**src/rtl/mult_div_pkg.sv**
```systemverilog
// rtl/mult_div_pkg.sv - shared MDOp encodings, control struct and sign helpers for mult_div.
package mult_div_pkg;

  localparam logic [2:0] MD_NOP   = 3'b000;
  localparam logic [2:0] MD_MULT  = 3'b001;
  localparam logic [2:0] MD_MULTU = 3'b010;
  localparam logic [2:0] MD_DIV   = 3'b011;
  localparam logic [2:0] MD_DIVU  = 3'b100;
  localparam logic [2:0] MD_MTHI  = 3'b101;
  localparam logic [2:0] MD_MTLO  = 3'b110;

  localparam int WORD_W = 32;

  // Per-operation attributes captured when an iterative op is accepted.
  typedef struct packed {
    logic is_div;
    logic is_signed;
    logic neg_a;
    logic neg_b;
    logic b_zero;
  } md_ctl_t;

  function automatic logic is_iterative(input logic [2:0] op);
    return (op == MD_MULT) || (op == MD_MULTU) || (op == MD_DIV) || (op == MD_DIVU);
  endfunction

  function automatic logic is_signed_op(input logic [2:0] op);
    return (op == MD_MULT) || (op == MD_DIV);
  endfunction

  function automatic logic is_div_op(input logic [2:0] op);
    return (op == MD_DIV) || (op == MD_DIVU);
  endfunction

  // 32'h80000000 maps to itself, which is its correct unsigned magnitude.
  function automatic logic [WORD_W-1:0] magnitude(input logic [WORD_W-1:0] v,
                                                  input logic take_abs);
    return (take_abs && v[WORD_W-1]) ? (~v + 1'b1) : v;
  endfunction

  function automatic logic [WORD_W-1:0] negate_if(input logic [WORD_W-1:0] v,
                                                  input logic neg);
    return neg ? (~v + 1'b1) : v;
  endfunction

endpackage

```
**src/rtl/mult_div_iter.sv**
```systemverilog
// rtl/mult_div_iter.sv - unsigned iterative datapath: one shift-add multiply or
// restoring shift-subtract divide step per enabled cycle.
module md_iter (
  input  logic        clk,
  input  logic        rst,
  input  logic        load,
  input  logic        step,
  input  logic        is_div,
  input  logic [31:0] a_mag,
  input  logic [31:0] b_mag,
  output logic [31:0] hi_step,
  output logic [31:0] lo_step
);

  logic [31:0] acc;
  logic [31:0] quo;
  logic [31:0] mcand;
  logic        div_mode;

  logic [32:0] add_sum;
  logic [32:0] add_sel;
  logic [32:0] rem_sh;
  logic [32:0] diff;

  always_comb begin
    add_sum = {1'b0, acc} + {1'b0, mcand};
    add_sel = quo[0] ? add_sum : {1'b0, acc};
    rem_sh  = {acc, quo[31]};
    diff    = rem_sh - {1'b0, mcand};
    hi_step = acc;
    lo_step = quo;
    if (div_mode) begin
      // Partial remainder stays below the divisor, so diff[32] is a clean borrow.
      if (!diff[32]) begin
        hi_step = diff[31:0];
        lo_step = {quo[30:0], 1'b1};
      end else begin
        hi_step = rem_sh[31:0];
        lo_step = {quo[30:0], 1'b0};
      end
    end else begin
      hi_step = add_sel[32:1];
      lo_step = {add_sel[0], quo[31:1]};
    end
  end

  always_ff @(posedge clk) begin
    if (rst) begin
      acc      <= '0;
      quo      <= '0;
      mcand    <= '0;
      div_mode <= 1'b0;
    end else if (load) begin
      acc      <= '0;
      quo      <= a_mag;
      mcand    <= b_mag;
      div_mode <= is_div;
    end else if (step) begin
      acc <= hi_step;
      quo <= lo_step;
    end
  end

endmodule

```
**src/rtl/mult_div.sv**
```systemverilog
// rtl/mult_div.sv - MIPS-style HI/LO multiply/divide unit with a 32-cycle
// iterative core, sign handling around an unsigned datapath.
module mult_div
  import mult_div_pkg::*;
(
  input  logic        clk,
  input  logic        rst,
  input  logic [31:0] A,
  input  logic [31:0] B,
  input  logic [2:0]  MDOp,
  input  logic        start,
  output logic        busy,
  output logic        done,
  output logic [31:0] HI,
  output logic [31:0] LO
);

  localparam int ITER_COUNT = 32;

  typedef enum logic {
    S_IDLE = 1'b0,
    S_RUN  = 1'b1
  } state_t;

  state_t      state;
  state_t      state_next;
  logic [4:0]  cnt;
  logic [2:0]  op_q;
  logic [31:0] a_q;
  logic [31:0] b_q;
  logic [31:0] hi_q;
  logic [31:0] lo_q;
  logic        done_q;

  logic        accept;
  logic        step;
  logic        finish;
  logic        wr_hi;
  logic        wr_lo;
  logic        last;

  logic [31:0] a_mag;
  logic [31:0] b_mag;
  logic [31:0] step_hi;
  logic [31:0] step_lo;
  md_ctl_t     ctl;
  logic [63:0] result;

  assign last = (cnt == 5'(ITER_COUNT - 1));

  always_ff @(posedge clk) begin
    if (rst) state <= S_IDLE;
    else     state <= state_next;
  end

  always_comb begin
    state_next = state;
    accept     = 1'b0;
    step       = 1'b0;
    finish     = 1'b0;
    wr_hi      = 1'b0;
    wr_lo      = 1'b0;
    case (state)
      S_IDLE: begin
        if (start) begin
          if (is_iterative(MDOp)) begin
            accept     = 1'b1;
            state_next = S_RUN;
          end else if (MDOp == MD_MTHI) begin
            wr_hi = 1'b1;
          end else if (MDOp == MD_MTLO) begin
            wr_lo = 1'b1;
          end
        end
      end
      S_RUN: begin
        step = 1'b1;
        if (last) begin
          finish     = 1'b1;
          state_next = S_IDLE;
        end
      end
      default: state_next = S_IDLE;
    endcase
  end

  // Operands enter the core as magnitudes; signs are reapplied at the end.
  assign a_mag = magnitude(A, is_signed_op(MDOp));
  assign b_mag = magnitude(B, is_signed_op(MDOp));

  md_iter u_iter (
    .clk     (clk),
    .rst     (rst),
    .load    (accept),
    .step    (step),
    .is_div  (is_div_op(MDOp)),
    .a_mag   (a_mag),
    .b_mag   (b_mag),
    .hi_step (step_hi),
    .lo_step (step_lo)
  );

  always_comb begin
    ctl.is_div    = is_div_op(op_q);
    ctl.is_signed = is_signed_op(op_q);
    ctl.neg_a     = ctl.is_signed & a_q[31];
    ctl.neg_b     = ctl.is_signed & b_q[31];
    ctl.b_zero    = (b_q == '0);
  end

  always_comb begin
    result = {hi_q, lo_q};
    if (ctl.is_div) begin
      // Divide by zero bypasses the core: quotient all ones, remainder = dividend.
      if (ctl.b_zero) begin
        result = {a_q, 32'hFFFF_FFFF};
      end else begin
        result[31:0]  = negate_if(step_lo, ctl.neg_a ^ ctl.neg_b);
        result[63:32] = negate_if(step_hi, ctl.neg_a);
      end
    end else if ((ctl.neg_a ^ ctl.neg_b) == 1'b1) begin
      result = ~{step_hi, step_lo} + 64'd1;
    end else begin
      result = {step_hi, step_lo};
    end
  end

  always_ff @(posedge clk) begin
    if (rst) begin
      cnt    <= '0;
      op_q   <= MD_NOP;
      a_q    <= '0;
      b_q    <= '0;
      hi_q   <= '0;
      lo_q   <= '0;
      done_q <= 1'b0;
    end else begin
      done_q <= finish;
      if (accept) begin
        cnt  <= '0;
        op_q <= MDOp;
        a_q  <= A;
        b_q  <= B;
      end else if (step) begin
        cnt <= cnt + 5'd1;
      end
      if (finish) begin
        hi_q <= result[63:32];
        lo_q <= result[31:0];
      end else begin
        if (wr_hi) hi_q <= A;
        if (wr_lo) lo_q <= A;
      end
    end
  end

  assign busy = (state == S_RUN);
  assign done = done_q;
  assign HI   = hi_q;
  assign LO   = lo_q;

endmodule
```
**config.mk**
```make
export PLATFORM = sky130hd
export DESIGN_NAME = mult_div
export DESIGN_NICKNAME = d
export VERILOG_FILES = /design/src/rtl/mult_div_pkg.sv /design/src/rtl/mult_div_iter.sv /design/src/rtl/mult_div.sv
export SDC_FILE = /design/constraint.sdc
export NUM_CORES = 1
export LEC_CHECK = 0
export BUFFER_PORTS_ARGS = -buffer_cell sky130_fd_sc_hd__clkbuf_2
export CAP_MARGIN = 20
export CORE_ASPECT_RATIO = 0.75
export CORE_MARGIN = 2
export CORE_UTILIZATION = 45
export DETAILED_ROUTE_END_ITERATION = 10
export GPL_TIMING_DRIVEN = 0
export PLACE_DENSITY = 0.61
export SKIP_CTS_REPAIR_TIMING = 1
export SYNTH_ARGS = -nofsm -noshare
export SYNTH_HDL_FRONTEND = slang
export SYNTH_HIERARCHICAL = 1
export SYNTH_SLANG_ARGS = --single-unit
```
**constraint.sdc**
```tcl
create_clock -name clk -period 5.4 [get_ports clk]
set_input_delay 0.81 -clock clk [delete_from_list [all_inputs] [get_ports clk]]
set_output_delay 0.81 -clock clk [all_outputs]
set_load 0.03 [all_outputs]
```
==> impl_metrics.env <==
export IMPL_netlist_cell_type_count=91
export IMPL_antenna_found_initial=2
export IMPL_synth_top_family_by_area="compound AO/OA/AOI/OAI gates"
export IMPL_via_per_inst=6.348
export IMPL_cts_clk_slew_worst_paths_ns=0.06
export IMPL_synth_adder_area_share_pct=5.040
export IMPL_numPlacedInstances=3051
export IMPL_rsz0062_at_grt="yes"
export IMPL_numCtsBuffers=26
export IMPL_dpl_cell_area_sq_mm=0.01944
export IMPL_synth_compound_area_share_pct=23.73
export IMPL_grt_pass1_wl_um=112500
export IMPL_yosys_warnings=6
export IMPL_seqCellArea_sq_mm=0.004715
export IMPL_place_hpwl_um=60550
export IMPL_synthArstFlopShare_pct=0
export IMPL_synth_mux_area_fraction_pct=7.622
export IMPL_slew_headroom_pct=5.447
export IMPL_synth_ff_type="dfxtp_1"
export IMPL_synth_xor_area_share_pct=9.047
export IMPL_synth_area_top_cells="dfxtp_1 26%, a21oi_1 6.7%, nand2_1 6.0%, xnor2_1 5.6%, mux2i_1 5.5%"
export IMPL_seq_area_frac_synth_pct=25.89
export IMPL_ioPinCount=136
export IMPL_worstMarginPinSlew_ns=1.418
export IMPL_setup_viol=0
export IMPL_synth_enable_flop_cells=0
export IMPL_fin_area_sq_mm=0.02101
export IMPL_rows=63
export IMPL_crit_arrival_ns=5.74
export IMPL_timing_hold_violations_final=0
export IMPL_powerDensity_mw_per_mm2=290.2
export IMPL_die_area_sq_mm=0.04202
export IMPL_grt_pass1_vias=18070
export IMPL_final_nets=2712
export IMPL_drtPass1Iterations=6
export IMPL_synthSimpleGateAreaFrac_pct=23.33
export IMPL_endpoint_kind="register"
export IMPL_yosysTopAreaCell="dfxtp_1"
export IMPL_grt_overflow_total=0
export IMPL_avgSynthCellArea_sq_um=7.547
export IMPL_fillCellCount=3923
export IMPL_grt_max_degree=14
export IMPL_synth_nets=2550
export IMPL_critPathLaunchType="register"
export IMPL_synthCells=2408
export IMPL_syn_to_final_growth_pct=15.63
export IMPL_critPathRequiredTime_ns=5.83
export IMPL_cts_tree="built"
export IMPL_wl_per_cell_um=24.82
export IMPL_antenna_left=0
export IMPL_place_gp_congestion=0.9860
export IMPL_core_sq_mm=0.03965
export IMPL_crit_fanout=8
export IMPL_start_util_pct=45.83
export IMPL_cts_root_buf="clkbuf_16"
export IMPL_fin_cells=3109
export IMPL_fin_crit_sh_pct=98.30
export IMPL_min_path_type="reg2reg"
export IMPL_fin_skew_ns=0.02515
export IMPL_syn_cell_area_sq_mm=0.01817
export IMPL_grt_util_all_layers_pct=35.20
export IMPL_htreeDepth=1
export IMPL_fmax_mhz=188.4
export IMPL_drt_wl_total_um=77180
export IMPL_clk_latency_ns=0.57
export IMPL_slew_viol_final=0
export IMPL_crit_type="reg2reg"
export IMPL_max_clock_path_buffers=3
export IMPL_numPortBuffers=123
export IMPL_outcome="finished, final reports clean"
export IMPL_multi_input_area_sq_mm=0.01302
export IMPL_layout_commonest_cell="nand2_1"
export IMPL_clock_sinks=235
export IMPL_drive_gt1_share_pct=13.76
export IMPL_maxCapViolCount=0
export IMPL_drt_iter0_drc=2269
export IMPL_via_count=19740
export IMPL_die_height_um=178.0
export IMPL_drc=0
export IMPL_peakVddDrop_uv=227.8
export IMPL_synth_top_area_share_pct=25.89
export IMPL_min_period_ns=5.308
export IMPL_p_leak_uw=0.008120
export IMPL_ys_ff_latch=235
export IMPL_die_w_um=236.0
export IMPL_layout_common_cells="285 x nand2_1, 241 x a21oi_1, 228 x nor2_1, 227 x dfxtp_1, 142 x clkbuf_1"
[report_power, final]
group	leakage [uW]	switching (uW)	internal, uW
Sequential	0.00192	99.2	1830
Combinational	0.00577	1440	805
Clock	0.000435	789	1140
Total	0.00812	2330	3770
[cells by family (layout without fill, tap and decap cells)]
family | after synthesis | in the layout
XOR/XNOR | 186 | 186
AO/OA/AOI/OAI | 659 | 659
multiplexers | 134 | 134
adder cells (fa/ha/maj) | 72 | 72
flip-flops | 235 | 235
AND/OR/NAND/NOR | 879 | 879
buffers and inverters | 243 | 423
other | 0 | 1
[layout make-up]
| cell class | count | area share, % |
|---|---|---|
| antenna | 1 | 0.01191 |
| buffer | 172 | 3.477 |
| clock buffer | 40 | 3.733 |
| clock inverter | 6 | 0.5121 |
| inverter | 65 | 1.161 |
| multi-input combinational | 1930 | 61.97 |
| sequential | 235 | 22.44 |
| tap | 520 | 3.096 |
| timing repair buffer | 140 | 3.597 |
[final timing paths]
path | start | to | slack (ns) | cells past startpoint
worst max-delay path | u_iter/quo[31]$_SDFFE_PP0P_ | HI[27]$_SDFFE_PP0P_ | 0.09 | 20
worst min-delay path | b_q[8]$_SDFFE_PP0P_ | b_q[8]$_SDFFE_PP0P_ | 0.46 | 2
worst max register to register | u_iter/quo[31]$_SDFFE_PP0P_ | HI[27]$_SDFFE_PP0P_ | 0.09 | 20
worst min register to register | b_q[8]$_SDFFE_PP0P_ | b_q[8]$_SDFFE_PP0P_ | 0.46 | 2
[routing by layer]
metal / global-route usage (%) / part of all wire [%] / routed length (um) / vias to the layer above
met2: 50.79 / 40 / 30930 / 1020
met5: 0 / 0.16 / 120 / -
met4: 8.572 / 2.5 / 1960 / 2
met1: 50.28 / 45 / 34510 / 9523
li1: - / - / - / 9041
met3: 11.36 / 13 / 9653 / 150
[sequential cells by signal (all words and copies together), names as in the netlist]
signal and count:
u_iter/quo 32, HI 32, busy 1, u_iter/mcand 32, u_iter/acc 32, a_q 32
u_iter/div_mode 1, op_q 3, cnt 5, LO 32, b_q 32, done 1
[worst max-delay path, cell delays in order (launching register included)]
cell and delay [ns]:
dfxtp_2 0.35, inv_1 0.06, ha_2 0.20, fa_1 0.40, nor2b_2 0.20, o31ai_2 0.10
a211o_2 0.42, a21oi_4 0.29, a221oi_4 0.12, buf_12 0.16, xor2_4 0.25, buf_6 0.19
nor3_1 0.08, a211oi_4 0.26, nor2_4 0.11, or4_4 0.55, buf_6 0.16, nor3_2 0.32
nand4_1 0.20, a211o_1 0.33, a221o_1 0.41
[per-stage QoR]
stage / setup TNS, ns / hold WS [ns] / util (%) / total power, uW / worst slack, ns
6_report: 0 / 0.4553 / 53.00 / 6098 / 0.09182
5_1_grt: -0.2779 / 0.4712 / 52.99 / 6297 / -0.06441
4_1_cts: -14.80 / 0.4568 / 51.28 / 5782 / -0.9607
3_5_place_dp: -14.86 / 0.4478 / 49.03 / 3878 / -0.9557
3_3_place_gp: -13.04 / 0.4424 / 49.03 / 3859 / -0.8195
2_1_floorplan: 0 / 0.4332 / - / 3246 / 0.6513
[synthesized netlist by cell type, types with 6 or more instances]
cell type / count
nand3b_1: 8
a211o_1: 14
a32o_1: 7
a31oi_1: 40
buf_1: 14
and3_1: 20
o31ai_1: 32
nand3_1: 55
and2_1: 19
inv_1: 63
a221oi_1: 43
nand2_1: 289
o21ai_0: 80
xor2_1: 67
nand4_1: 17
nand2b_1: 15
or4_1: 16
o21a_1: 10
dfxtp_1: 235
nor4_2: 6
nor2b_1: 33
xnor2_1: 117
nor3b_1: 10
clkbuf_1: 143
a31o_2: 10
or3_1: 46
mux2_2: 35
nor3_1: 47
a211oi_1: 47
buf_2: 13
o211ai_1: 20
a21o_1: 30
and4_1: 9
nor4_1: 30
o221ai_1: 9
mux2i_1: 99
nor2_1: 237
a21oi_1: 244
o41ai_1: 11
or2_2: 6
ha_1: 70
Note: power is estimated with default switching activity, not from simulation.
